**config.mk**
```make
export PLATFORM = sky130hd
export DESIGN_NAME = ty_axis_fork_tx_flat
export DESIGN_NICKNAME = d
export VERILOG_FILES = /design/src/rtl/ty_axis_pkg.sv /design/src/rtl/ty_axis_fork_tx_if.sv /design/src/rtl/ty_axis_skid2.sv /design/src/rtl/ty_axis_fork_tx.sv /design/src/flat_wrapper.sv
export SDC_FILE = /design/constraint.sdc
export NUM_CORES = 1
export LEC_CHECK = 0
export ABC_AREA = 0
export CAP_MARGIN = 5
export CORE_MARGIN = 10
export CORE_UTILIZATION = 40
export DETAILED_ROUTE_END_ITERATION = 8
export GPL_ROUTABILITY_DRIVEN = 0
export RECOVER_POWER = 50
export SLEW_MARGIN = 20
export SYNTH_ARGS = -nofsm -noshare
export SYNTH_HDL_FRONTEND = slang
export SYNTH_SLANG_ARGS = --single-unit
```
**constraint.sdc**
```tcl
create_clock -name aclk -period 6.89 [get_ports aclk]
set_input_delay 0.689 -clock aclk [delete_from_list [all_inputs] [get_ports aclk]]
set_output_delay 0.689 -clock aclk [all_outputs]
set_load 0.02 [all_outputs]
```
**src/rtl/ty_axis_pkg.sv**
```systemverilog
// ty_axis_pkg: shared limits and types for the AXI-stream fork.
//   C_MAX_DATA_WIDTH : widest per-channel vector supported
//   count_t          : skid buffer occupancy (0, 1 or 2)
//   entry_t          : one buffered beat {tlast, tdata}
package ty_axis_pkg;
    localparam int C_MAX_DATA_WIDTH = 512;
    typedef logic [1:0] count_t;
    typedef struct packed {
        logic                        tlast;
        logic [C_MAX_DATA_WIDTH-1:0] tdata;
    } entry_t;
endpackage

```
**src/rtl/ty_axis_fork_tx_if.sv**
```systemverilog
// ty_axis_fork_tx_if: kernel-side single handshake plus the forked master channels.
//   ivalid/idata/iready          : kernel output word, all channels together
//   m_tvalid/m_tdata/m_tlast     : per-channel AXI-stream master outputs
//   m_tready                     : per-channel sink ready
//   master : the fork's view; slave : the kernel and sinks' view
interface ty_axis_fork_tx_if #(
    parameter int C_DATA_WIDTH   = 32,
    parameter int C_NUM_CHANNELS = 2
);
    logic                                         ivalid;
    logic                                         iready;
    logic [C_NUM_CHANNELS-1:0][C_DATA_WIDTH-1:0]  idata;
    logic [C_NUM_CHANNELS-1:0]                    m_tvalid;
    logic [C_NUM_CHANNELS-1:0]                    m_tlast;
    logic [C_NUM_CHANNELS-1:0]                    m_tready;
    logic [C_NUM_CHANNELS-1:0][C_DATA_WIDTH-1:0]  m_tdata;
    modport master (input ivalid, idata, m_tready, output iready, m_tvalid, m_tdata, m_tlast);
    modport slave  (output ivalid, idata, m_tready, input iready, m_tvalid, m_tdata, m_tlast);
endinterface

```
**src/rtl/ty_axis_skid2.sv**
```systemverilog
// ty_axis_skid2: single-channel 2-entry buffer; head entry drives the outputs.
//   push/push_last/push_data : write one beat
//   ready                    : sink ready; a pop happens when valid & ready
//   head_last/head_data      : oldest buffered beat
//   valid                    : buffer non-empty
//   full                     : two beats buffered
import ty_axis_pkg::*;
module ty_axis_skid2 #(
    parameter int C_DATA_WIDTH = 32
) (
    input  logic                    aclk,
    input  logic                    areset,
    input  logic                    push,
    input  logic                    push_last,
    input  logic [C_DATA_WIDTH-1:0] push_data,
    input  logic                    ready,
    output logic                    head_last,
    output logic [C_DATA_WIDTH-1:0] head_data,
    output logic                    valid,
    output logic                    full
);
    count_t                cnt;
    logic                  pop;
    logic [C_DATA_WIDTH:0] entry, e0, e1;
    assign entry = {push_last, push_data};
    assign valid = cnt != 2'd0;
    assign full = cnt == 2'd2;
    assign pop = valid & ready;
    assign head_last = e0[C_DATA_WIDTH];
    assign head_data = e0[C_DATA_WIDTH-1:0];
    // e0 is always the head; e1 only holds the second beat while full
    always_ff @(posedge aclk or posedge areset)
        if (areset) begin
            cnt <= '0;
            e0 <= '0;
            e1 <= '0;
        end else begin
            cnt <= cnt + count_t'(push) - count_t'(pop);
            if (push && (cnt == 2'd0 || (cnt == 2'd1 && pop)))
                e0 <= entry;
            else if (pop)
                e0 <= e1;
            if (push && ((cnt == 2'd1 && !pop) || (cnt == 2'd2 && pop)))
                e1 <= entry;
        end
endmodule

```
**src/rtl/ty_axis_fork_tx.sv**
```systemverilog
// ty_axis_fork_tx: forks one kernel handshake onto independent AXI-stream channels.
//   aclk/areset : clock, asynchronous active-high reset
//   io          : kernel input word and per-channel master outputs
//   pkt_len     : beats per packet, 0 disables tlast
//   beat_cnt    : beat index within the current packet
import ty_axis_pkg::*;
module ty_axis_fork_tx #(
    parameter int C_DATA_WIDTH   = 32,
    parameter int C_NUM_CHANNELS = 2,
    parameter int C_CNT_WIDTH    = 32
) (
    input  logic                   aclk,
    input  logic                   areset,
    input  logic [C_CNT_WIDTH-1:0] pkt_len,
    output logic [C_CNT_WIDTH-1:0] beat_cnt,
    ty_axis_fork_tx_if.master      io
);
    if (C_DATA_WIDTH > C_MAX_DATA_WIDTH || C_NUM_CHANNELS < 1 || C_NUM_CHANNELS > 8) begin : g_bad
        $error("ty_axis_fork_tx: unsupported parameters");
    end
    logic [C_NUM_CHANNELS-1:0] full;
    logic [C_CNT_WIDTH-1:0]    len_q, len;
    logic                      accept, flag;
    // ready comes only from buffer occupancy, never from the sinks
    assign io.iready = ~areset & ~|full;
    assign accept = io.ivalid & io.iready;
    // the first beat of a packet uses the live pkt_len it is about to latch
    assign len = (beat_cnt == '0) ? pkt_len : len_q;
    assign flag = (len != '0) && (beat_cnt == len - C_CNT_WIDTH'(1));
    always_ff @(posedge aclk or posedge areset)
        if (areset) begin
            beat_cnt <= '0;
            len_q <= '0;
        end else if (accept) begin
            if (beat_cnt == '0)
                len_q <= pkt_len;
            beat_cnt <= flag ? '0 : beat_cnt + C_CNT_WIDTH'(1);
        end
    for (genvar k = 0; k < C_NUM_CHANNELS; k++) begin : g_ch
        ty_axis_skid2 #(.C_DATA_WIDTH(C_DATA_WIDTH)) u_skid (
            .aclk      (aclk),
            .areset    (areset),
            .push      (accept),
            .push_last (flag),
            .push_data (io.idata[k]),
            .ready     (io.m_tready[k]),
            .head_last (io.m_tlast[k]),
            .head_data (io.m_tdata[k]),
            .valid     (io.m_tvalid[k]),
            .full      (full[k])
        );
    end
endmodule

```
**src/flat_wrapper.sv**
```systemverilog
// flat-port wrapper written by rule: the top's interface ports become plain ports
module ty_axis_fork_tx_flat 
#(
    parameter int C_DATA_WIDTH   = 32,
    parameter int C_NUM_CHANNELS = 2,
    parameter int C_CNT_WIDTH    = 32
)
  (aclk, areset, pkt_len, beat_cnt, io_ivalid, io_idata, io_m_tready, io_iready, io_m_tvalid, io_m_tdata, io_m_tlast);
  ty_axis_fork_tx_if #(.C_DATA_WIDTH(C_DATA_WIDTH), .C_NUM_CHANNELS(C_NUM_CHANNELS)) io_i ();
  input  logic aclk;
  input  logic areset;
  input  logic [C_CNT_WIDTH-1:0] pkt_len;
  output logic [C_CNT_WIDTH-1:0] beat_cnt;
  input wire logic [$bits(io_i.ivalid)-1:0] io_ivalid;
  input wire logic [$bits(io_i.idata)-1:0] io_idata;
  input wire logic [$bits(io_i.m_tready)-1:0] io_m_tready;
  output wire logic [$bits(io_i.iready)-1:0] io_iready;
  output wire logic [$bits(io_i.m_tvalid)-1:0] io_m_tvalid;
  output wire logic [$bits(io_i.m_tdata)-1:0] io_m_tdata;
  output wire logic [$bits(io_i.m_tlast)-1:0] io_m_tlast;
  assign io_i.ivalid = io_ivalid;
  assign io_i.idata = io_idata;
  assign io_i.m_tready = io_m_tready;
  assign io_iready = io_i.iready;
  assign io_m_tvalid = io_i.m_tvalid;
  assign io_m_tdata = io_i.m_tdata;
  assign io_m_tlast = io_i.m_tlast;
  ty_axis_fork_tx #(.C_DATA_WIDTH(C_DATA_WIDTH), .C_NUM_CHANNELS(C_NUM_CHANNELS), .C_CNT_WIDTH(C_CNT_WIDTH)) u_core (.aclk(aclk), .areset(areset), .pkt_len(pkt_len), .beat_cnt(beat_cnt), .io(io_i));
endmodule
```
# Word-level counts from Yosys, hierarchy flattened
# Index checks and enable logic that the tools add are counted.
[classes]
addsub = 6
mul = 0
div_mod_pow = 0
n_lt_le_gt_ge = 0
eq_ne = 5
n_shift = 0
n_mux = 6
bitwise = 5
n_reduce_logical = 27
[op_table]
columns = ["op", "count"]
rows = [
  ["$mux 33", 4],
  ["$mux 32", 2],
  ["$add 32x1->32 const B", 1],
  ["$eq 32x32->1", 1],
  ["$logic_not 32->1", 1],
  ["$reduce_bool 32->1", 1],
  ["$sub 32x1->32 const B", 1],
  ["$logic_and 1x1->1", 11],
  ["$reduce_bool 2->1", 4],
  ["$add 2x1->2", 2],
  ["$and 1x1->1", 4],
  ["$eq 2x1->1 const B", 2],
  ["$eq 2x2->1 const B", 2],
  ["$logic_not 2->1", 2],
  ["$logic_or 1x1->1", 4],
  ["$sub 2x1->2", 2],
  ["$logic_not 1->1", 3],
  ["$reduce_or 2->1", 1],
  ["$not 1->1", 1],
]
[word_totals]
regBits = 200
latchBits = 0
mem_bits_rw = 0
mem_bits_ro = 0
input_bits = 101
output_inout_bits = 101
wordCells = 57
n_memories = 0

# Logic depth before layout (Yosys ltp)
# Gate-level depths: netlist (run 1).
[logic_depth]
word_depth = 7
ltp_mapped = 20
ltp_nobuf = 16

# Hierarchy
# From an unflattened synthesis (run 1), not the netlist that was laid out.
[hier_totals]
cells_unflattened = 1164
hier_area_um2 = 11838.9
[by_module_without_submodules]
columns = ["module", "n_inst", "cells_each", "area_each_um2", "seq_area_each_um2"]
rows = [
  ["ty_axis_skid2", 2, 281, 3199.3, 1701.6],
  ["ty_axis_fork_tx", 1, 602, 5440.2, 1601.5],
]

# Worst setup path after synthesis (run 1)
# Ideal clock, no wire load.
[synth_timing]
kind = "reg-to-reg"
startpoint = "register u_core.beat_cnt[0]"
endpoint = "register u_core.beat_cnt[22]"
setup_time_ps = 137
arrival_time_ps = 4708
required_ps = 6753
setup_slack_ps = 2045
path_stages_with_launch = 20
path_buffers = 3
period_less_slack_ps = 4845
cell_sequence = "dfrtp_1 -> inv_1 -> ha_1 -> nor4b_1 -> nand4_1 -> nor2_1 -> buf_4 -> clkbuf_1 -> mux2i_1 -> ha_1 -> nor3b_1 -> nand2_1 -> nor3_2 -> nand3_1 -> o31ai_1 -> nor4bb_1 -> o31ai_1 -> nor4_4 -> buf_6 -> a21oi_1"
[synth_between]
elab_chain_cells = 6
elab_cells_between_ends = 8
classes_between = "2 x add/sub; 1 x eq/ne; 2 x mux; 3 x reduce/logical"
[synth_lines]
columns = ["item", "line", "source"]
rows = [
  ["start: declaration", "ty_axis_fork_tx.sv:15", "output logic [C_CNT_WIDTH-1:0] beat_cnt,"],
  ["start signal: assignment", "ty_axis_fork_tx.sv:37", "beat_cnt <= flag ? '0 : beat_cnt + C_CNT_WIDTH'(1);"],
  ["$logic_not 32->1", "ty_axis_fork_tx.sv:28", "assign len = (beat_cnt == '0) ? pkt_len : len_q;"],
  ["$mux 32", "n/a", ""],
  ["$sub 32x1->32", "ty_axis_fork_tx.sv:29", "assign flag = (len != '0) && (beat_cnt == len - C_CNT_WIDTH'(1));"],
  ["$eq 32x32->1", "ty_axis_fork_tx.sv:29", ""],
  ["$logic_and 1x1->1", "ty_axis_fork_tx.sv:29", ""],
  ["$mux 32 (*)", "ty_axis_fork_tx.sv:37", ""],
]
# Every way passes the cells marked *; elsewhere a longest branch is shown, timed or not.
# A chain may end at the register's enable or synchronous reset.

# Final worst setup path (run 1)
[layout_timing]
startpoint = "register u_core.beat_cnt[0]"
endpoint = "register u_core.beat_cnt[30]"
# The elaborated chain is that of the path after synthesis.

==> impl_metrics.env, run 1 <==
export IMPL_path_max_fanout=32
export IMPL_nets=1366
export IMPL_synthesis_nets=1204
export IMPL_cp_arrival_ns=5.86
export IMPL_max_cap_violations=2
export IMPL_report_final_hold_viol_count=0
export IMPL_cts_setup_buffers=0
export IMPL_clock_path_buffers=2
export IMPL_slew_violations=108
export IMPL_cts_buffers=17
export IMPL_synth_flop_cell="dfrtp_1"
export IMPL_relSlewSlack_pct=-87.9
export IMPL_yosysTopAreaCell="dfrtp_1"
export IMPL_placed_cells=1611
export IMPL_overflow=0
export IMPL_ir_drop_mv=0.172
export IMPL_synth_xor_area_share_pct=5.59
export IMPL_grt_antenna_before_repair=3
export IMPL_die_height_um=187
export IMPL_synth_edff_count=0
export IMPL_violations="capacitance limit, slew limit"
export IMPL_ys_warn_count=0
export IMPL_ys_seq_elements=200
export IMPL_synth_avg_cell_area_um2=10.1
export IMPL_yosys_top_cells_count="dfrtp_1 (200), a21oi_1 (110), nor2_1 (109)"
export IMPL_die_w_um=187
export IMPL_fin_tns_setup_ns=0
export IMPL_yosysTopAreaCellShare_pct=45.0
export IMPL_fin_cells=1644
export IMPL_start_util_pct=40.9
export IMPL_synthAdderAreaFrac_pct=0.788
export IMPL_synth_most_common_cell="dfrtp_1"
export IMPL_clk_pin_slew_ns=0.08
export IMPL_wl_per_cell_um=20.0
export IMPL_grt_max_degree=137
export IMPL_grt_use_total_pct=18.2
export IMPL_fillerInstances=2537
export IMPL_core_area_mm2=0.0272
export IMPL_synth_compound_area_share_pct=11.3
export IMPL_io_buffers=201
export IMPL_synth_distinct_cells=71
export IMPL_required_ns=7.11
export IMPL_hold_class="reg -> reg"
export IMPL_p_per_area_mw_per_mm2=326
export IMPL_io_pins=202
export IMPL_cts_sinks=200
export IMPL_yosysSeqAreaShare_pct=45.0
export IMPL_dpl_hpwl_um=23400
export IMPL_htreeDepth=4
export IMPL_cts_resized=0
export IMPL_hold_path_depth=1
export IMPL_vias=9120
export IMPL_finalClockSkew_ns=0.0186
export IMPL_viasPerCell=5.55
export IMPL_synth_simple_area_share_pct=16.7
export IMPL_p_leak_uw=0.00606
export IMPL_status="finished with violations"
export IMPL_power_share_switching_pct=36.2
export IMPL_rr_worst_depth=17
export IMPL_worst_pin_slew_ns=2.82
export IMPL_cts_root_buf="clkbuf_16"
export IMPL_rsz0062_at_grt="no"
export IMPL_drcViolationCount=0
export IMPL_power_switching_uw=1660
export IMPL_crit_type="reg -> reg"
export IMPL_fin_util_pct=51.6
export IMPL_muxShareOfSynthArea_pct=16.8
export IMPL_cts_hold_buf=0
export IMPL_synth_top_family_by_area="multiplexers"
export IMPL_routed_wl_um=32900
export IMPL_dieArea_mm2=0.0349
export IMPL_layout_min_cycle_time_ns=5.64
export IMPL_drt_iter0_drc=857
export IMPL_seqPwrFrac_pct=39.8
export IMPL_cts_tree="done"
export IMPL_endpoint_kind="flop"
export IMPL_ys_async_sr_fraction_pct=100
export IMPL_num_rows=60
export IMPL_grt_pass1_wl_um=51900
export IMPL_combPwrFrac_pct=37.3
export IMPL_max_freq_mhz=177
export IMPL_drive_gt1_share_pct=13.4
export IMPL_crit_path_start_kind="flop"
export IMPL_power_share_clock_pct=22.9
export IMPL_synthTopCellsByArea="dfrtp_1 (45%), mux2_2 (9.9%), mux2i_1 (6.8%), a21oi_1 (5.0%), xnor2_1 (3.8%)"
export IMPL_syn_to_final_growth_pct=26.2
export IMPL_p_int_uw=2920
export IMPL_drtAntennaViolNets=0
export IMPL_syn_inst=1096
export IMPL_grt_pass1_vias=9030
export IMPL_dr_pass1_iters=7
export IMPL_timing_final_crit_share_pct=81.8
export IMPL_insertion_delay_ns=0.44
export IMPL_setup_viol=0
export IMPL_synth_area_mm2=0.0111
==> power by group through the flow <==
stage,registers [µW],clock network [µW],logic [µW]
after detailed placement,1850,0,1800
after global placement,1840,0,1790
after global routing,1880,1120,1870
after CTS,1830,1080,1810
after floorplan,2040,0,871
final,1820,1050,1710
==> layer usage <==
layer  global-route usage [%]  up-vias  part of all wire (%)  routed length [µm]
met5                        0        -                 0.052                  17
met4                     3.50        4                   1.1                 348
met3                     7.32       37                   9.6                3170
met2                     29.3      320                    47               15400
met1                     22.7     4441                    43               14000
li1                         -     4318                     -                   -
==> cells by family (layout without fill, tap and decap cells) <==
logic type | Yosys count | count (layout)
xor gates and xnor gates | 71 | 71
other | 0 | 1
buffers and inverters | 99 | 274
adders and majority gates | 7 | 7
DFF | 200 | 200
and+or+nand+nor | 342 | 342
AOI/OAI and AO/OA | 203 | 203
muxes | 174 | 174
==> sequential cells by signal, summed over array words and instances (netlist names) <==
| name | flops |
|---|---|
| u_core.g_ch.u_skid.e0 | 66 |
| u_core.g_ch.u_skid.e1 | 66 |
| u_core.beat_cnt | 32 |
| u_core.len_q | 32 |
| u_core.g_ch.u_skid.cnt | 4 |
==> placed cells by master, fill, tap and decap left out, drive strengths merged, types with 6 or more instances in the layout <==
master,netlist,final
dfrtp,200,200
a21oi,110,110
nor2,109,109
clkdlybuf4s50,0,104
mux2,98,98
dlygate4sd3,0,97
mux2i,76,76
xnor2,48,48
nor3,42,42
nand2,35,35
inv,26,34
nor4,33,33
xor2,23,23
nand3,21,21
o21ai,19,19
clkbuf,51,19
or3,14,14
nand4,13,13
buf,22,13
a311oi,9,9
and3,9,9
nor2b,9,9
or4,9,9
nand2b,8,8
o211a,7,7
and4,7,7
ha,7,7
nand3b,6,6
o31ai,6,6
==> final cells by class <==
| type | instances | area [µm²] | share of cell area, % |
|---|---|---|---|
| diodes | 1 | 2.50 | 0.0178 |
| inverters | 26 | 105 | 0.749 |
| multi-input cells | 797 | 5720 | 40.8 |
| well taps | 372 | 465 | 3.32 |
| clock buffers | 17 | 425 | 3.03 |
| repair buffers | 216 | 2120 | 15.1 |
| flip-flops and latches | 200 | 5000 | 35.7 |
| clock inverters | 15 | 191 | 1.36 |
==> path summary, 6_finish.rpt <==
check,from,end,slack (ns)
setup / recovery,u_core.beat_cnt[0]$_DFFE_PP0P_,u_core.beat_cnt[30]$_DFFE_PP0P_,1.25
hold / removal,u_core.g_ch[1].u_skid.e1[20]$_DFFE_PP0P_,u_core.g_ch[1].u_skid.e1[20]$_DFFE_PP0P_,0.51
setup reg to reg,u_core.beat_cnt[0]$_DFFE_PP0P_,u_core.beat_cnt[30]$_DFFE_PP0P_,1.25
hold reg to reg,u_core.g_ch[1].u_skid.e1[20]$_DFFE_PP0P_,u_core.g_ch[1].u_skid.e1[20]$_DFFE_PP0P_,0.51
max in group asynchronous,areset,u_core.beat_cnt[28]$_DFFE_PP0P_,4.50
min in group asynchronous,areset,u_core.g_ch[1].u_skid.cnt[0]$_DFF_PP0_,0.99
==> per-stage QoR <==
stage	total power [µW]	hold WS (ns)	area (µm²)	setup WS (ns)
6_report	4580	0.511	14000	1.25
3_3_place_gp	3630	0.489	13400	1.53
5_1_grt	4870	0.524	14000	0.835
3_5_place_dp	3650	0.495	13400	1.35
4_1_cts	4720	0.513	14000	1.32
2_1_floorplan	2910	0.480	11100	0.747
==> worst max-delay path, cell delays in order, from the launching register on <==
cell      delay [ns]
dfrtp_1         0.45
inv_1           0.14
ha_1            0.15
nor4b_1         0.57
nand4_1         0.17
buf_4           0.27
nor2_2          0.34
mux2i_1         0.29
ha_1            0.25
or3b_2          0.53
nor3_1          0.44
nand2_1         0.11
o31ai_1         0.38
nor4bb_1        0.43
o31ai_1         0.16
nor4_4          0.22
buf_4           0.38
a21oi_1         0.13
(Power assumes the default switching activity.)
==> run 2: changes to the inputs <==
==> constraint.sdc (replaced) <==
create_clock -name aclk -period 5.2 [get_ports aclk]
set_input_delay 0.52 -clock aclk [delete_from_list [all_inputs] [get_ports aclk]]
set_output_delay 0.52 -clock aclk [all_outputs]
set_load 0.02 [all_outputs]
==> impl_metrics.env, run 2 (synthesis results as in run 1) <==
export IMPL_status="finished with violations"
export IMPL_violations="capacitance limit, slew limit"
export IMPL_cts_buffers=17
export IMPL_dpl_hpwl_um=24000
export IMPL_worst_pin_slew_ns=3.44
export IMPL_seqPwrFrac_pct=39.7
export IMPL_core_area_mm2=0.0272
export IMPL_max_freq_mhz=210
export IMPL_grt_pass1_vias=9286
export IMPL_multi_input_area_mm2=0.00573
export IMPL_syn_to_final_growth_pct=27.0
export IMPL_viasPerCell=5.57
export IMPL_top_regs="u_core.g_ch.u_skid.e0: 66 flops, u_core.g_ch.u_skid.e1: 66 flops"
export IMPL_place_area_mm2=0.0135
export IMPL_design_area_mm2=0.0141
export IMPL_htreeDepth=4
export IMPL_start_util_pct=40.9
export IMPL_power_switching_uw=2170
export IMPL_path_max_fanout=32
export IMPL_p_int_uw=3920
export IMPL_rsz0062_at_grt="no"
export IMPL_timing_final_crit_share_pct=91.6
export IMPL_io_pins=202
export IMPL_grt_max_degree=155
export IMPL_layout_min_cycle_time_ns=4.76
export IMPL_routed_wl_um=33600
export IMPL_num_rows=60
export IMPL_drtAntennaViolNets=0
export IMPL_hold_class="reg -> reg"
export IMPL_io_buffers=201
export IMPL_slowest_stage="or3b_2"
export IMPL_mostFrequentLayoutCells="dfrtp_1 (200), clkdlybuf4s50_1 (150), a21oi_1 (108), nor2_1 (107), mux2_2 (98)"
export IMPL_p_leak_uw=0.00601
export IMPL_dieArea_mm2=0.0349
export IMPL_power_share_switching_pct=35.6
export IMPL_cts_setup_buffers=0
export IMPL_p_per_area_mw_per_mm2=431
export IMPL_required_ns=5.59
export IMPL_clock_path_buffers=2
export IMPL_clk_pin_slew_ns=0.08
export IMPL_power_share_clock_pct=22.2
export IMPL_cts_tree="done"
export IMPL_cp_top_family="simple AND/OR/NAND/NOR gates"
export IMPL_drcViolationCount=0
export IMPL_cts_sinks=200
export IMPL_crit_path_start_kind="flop"
export IMPL_overflow=0
export IMPL_critPathBufInv=2
export IMPL_crit_type="reg -> reg"
export IMPL_crit_path_max_incr_delay_ns=0.55
export IMPL_drive_gt1_share_pct=14.4
export IMPL_power_uw=6090
export IMPL_fillerInstances=2524
export IMPL_die_height_um=187
export IMPL_ir_drop_mv=0.268
export IMPL_nets=1380
export IMPL_max_cap_violations=2
export IMPL_insertion_delay_ns=0.45
export IMPL_wl_per_cell_um=20.3
export IMPL_vias=9232
export IMPL_fin_tns_setup_ns=0
export IMPL_combPwrFrac_pct=38.1
export IMPL_crit_chain="inv_1 -> ha_1 -> nor4b_1 -> nand4_1 -> nor2_2 -> mux2i_1 -> ha_1 -> or3b_2 -> or3_1 -> nor3_1 -> a31oi_1 -> xnor2_1 -> nor4_1 -> nand4b_1 -> nor4_4 -> buf_6 -> mux2_2"
export IMPL_whs_ns=0.510
export IMPL_dr_pass1_iters=6
export IMPL_slew_violations=202
export IMPL_fin_util_pct=52.0
export IMPL_grt_pass1_wl_um=53800
export IMPL_finalClockSkew_ns=0.0192
export IMPL_setup_viol=0
export IMPL_grt_use_total_pct=18.9
export IMPL_report_final_hold_viol_count=0
export IMPL_worst_path_most_repeated_cell="ha_1"
export IMPL_register_area_mm2=0.00500
export IMPL_grt_antenna_before_repair=4
export IMPL_relSlewSlack_pct=-129
export IMPL_die_w_um=187
export IMPL_cp_arrival_ns=5.15
export IMPL_rrSetupSlack_ns=0.44
export IMPL_endpoint_kind="flop"
export IMPL_cts_root_buf="clkbuf_16"
export IMPL_drt_iter0_drc=837
export IMPL_final_common_cell="dfrtp_1"
==> run 2: cell types whose count changed in the layout (fill, tap and decap cells not counted), moves of 2 or more <==
cell	previous run	this run
buf_4	13	26
clkdlybuf4s50_1	104	150
inv_8	5	2
clkinv_8	5	3
inv_12	2	0
dlygate4sd3_1	97	51
clkinv_4	0	4
==> run 2: final cells by class <==
| class | count | share of cell area, % |
|---|---|---|
| inverter | 26 | 0.700 |
| clock buffer | 18 | 3.04 |
| multi-input combinational | 797 | 40.6 |
| tap | 372 | 3.30 |
| antenna | 1 | 0.0177 |
| sequential | 200 | 35.4 |
| clock inverter | 13 | 1.13 |
| timing repair buffer | 230 | 15.8 |
==> run 2: metrics by stage <==
step	worst slack [ns]	cells
detailed placement	0.327	1625
CTS	0.303	1656
finish	0.435	1657
global placement	0.503	1625
floorplan	0.355	1096
global route	0.0819	1656
==> run 2: what timing repair did <==
item                       in CTS  in global routing
setup endpoints to repair       0                 32
resized for setup               0                  2
hold buffers                    0                  0
==> run 2: path summary, 6_finish.rpt <==
kind                                                           from                                        to  cells after the start
max in group asynchronous                                    areset              u_core.len_q[23]$_DFFE_PP0P_                      3
min                        u_core.g_ch[1].u_skid.e1[14]$_DFFE_PP0P_  u_core.g_ch[1].u_skid.e1[14]$_DFFE_PP0P_                      1
max                                  u_core.beat_cnt[1]$_DFFE_PP0P_  u_core.g_ch[0].u_skid.e1[32]$_DFFE_PP0P_                     17
min reg2reg                u_core.g_ch[1].u_skid.e1[14]$_DFFE_PP0P_  u_core.g_ch[1].u_skid.e1[14]$_DFFE_PP0P_                      1
min in group asynchronous                                    areset  u_core.g_ch[1].u_skid.e0[22]$_DFFE_PP0P_                      3
max reg2reg                          u_core.beat_cnt[1]$_DFFE_PP0P_  u_core.g_ch[0].u_skid.e1[32]$_DFFE_PP0P_                     17
==> run 2: metal layers <==
layer	routed length, µm	track usage, %	vias to the layer above	share of wire, %
li1	-	-	4337	-
met1	14500	24.7	4498	43
met2	15400	29.0	336	46
met3	2880	6.24	57	8.6
met4	788	6.17	4	2.3
met5	29	0	-	0.086
==> run 2: power by group through the flow <==
stage,Combinational [µW],Sequential [µW],Clock [µW]
final,2320,2420,1350
after floorplan,1150,2700,0
after global routing,2530,2490,1450
after CTS,2430,2430,1390
after detailed placement,2420,2460,0
after global placement,2390,2440,0
==> run 3: changes to the inputs <==
--- a/config.mk
+++ b/config.mk
@@ -6,7 +6,7 @@
 export NUM_CORES = 1
 export LEC_CHECK = 0
 export ABC_AREA = 0
-export CAP_MARGIN = 5
+export CAP_MARGIN = 10
 export CORE_MARGIN = 10
 export CORE_UTILIZATION = 40
 export DETAILED_ROUTE_END_ITERATION = 8
==> results of run 3 <==
Same layout as run 2: the final DEF is identical, and so are final timing and power.
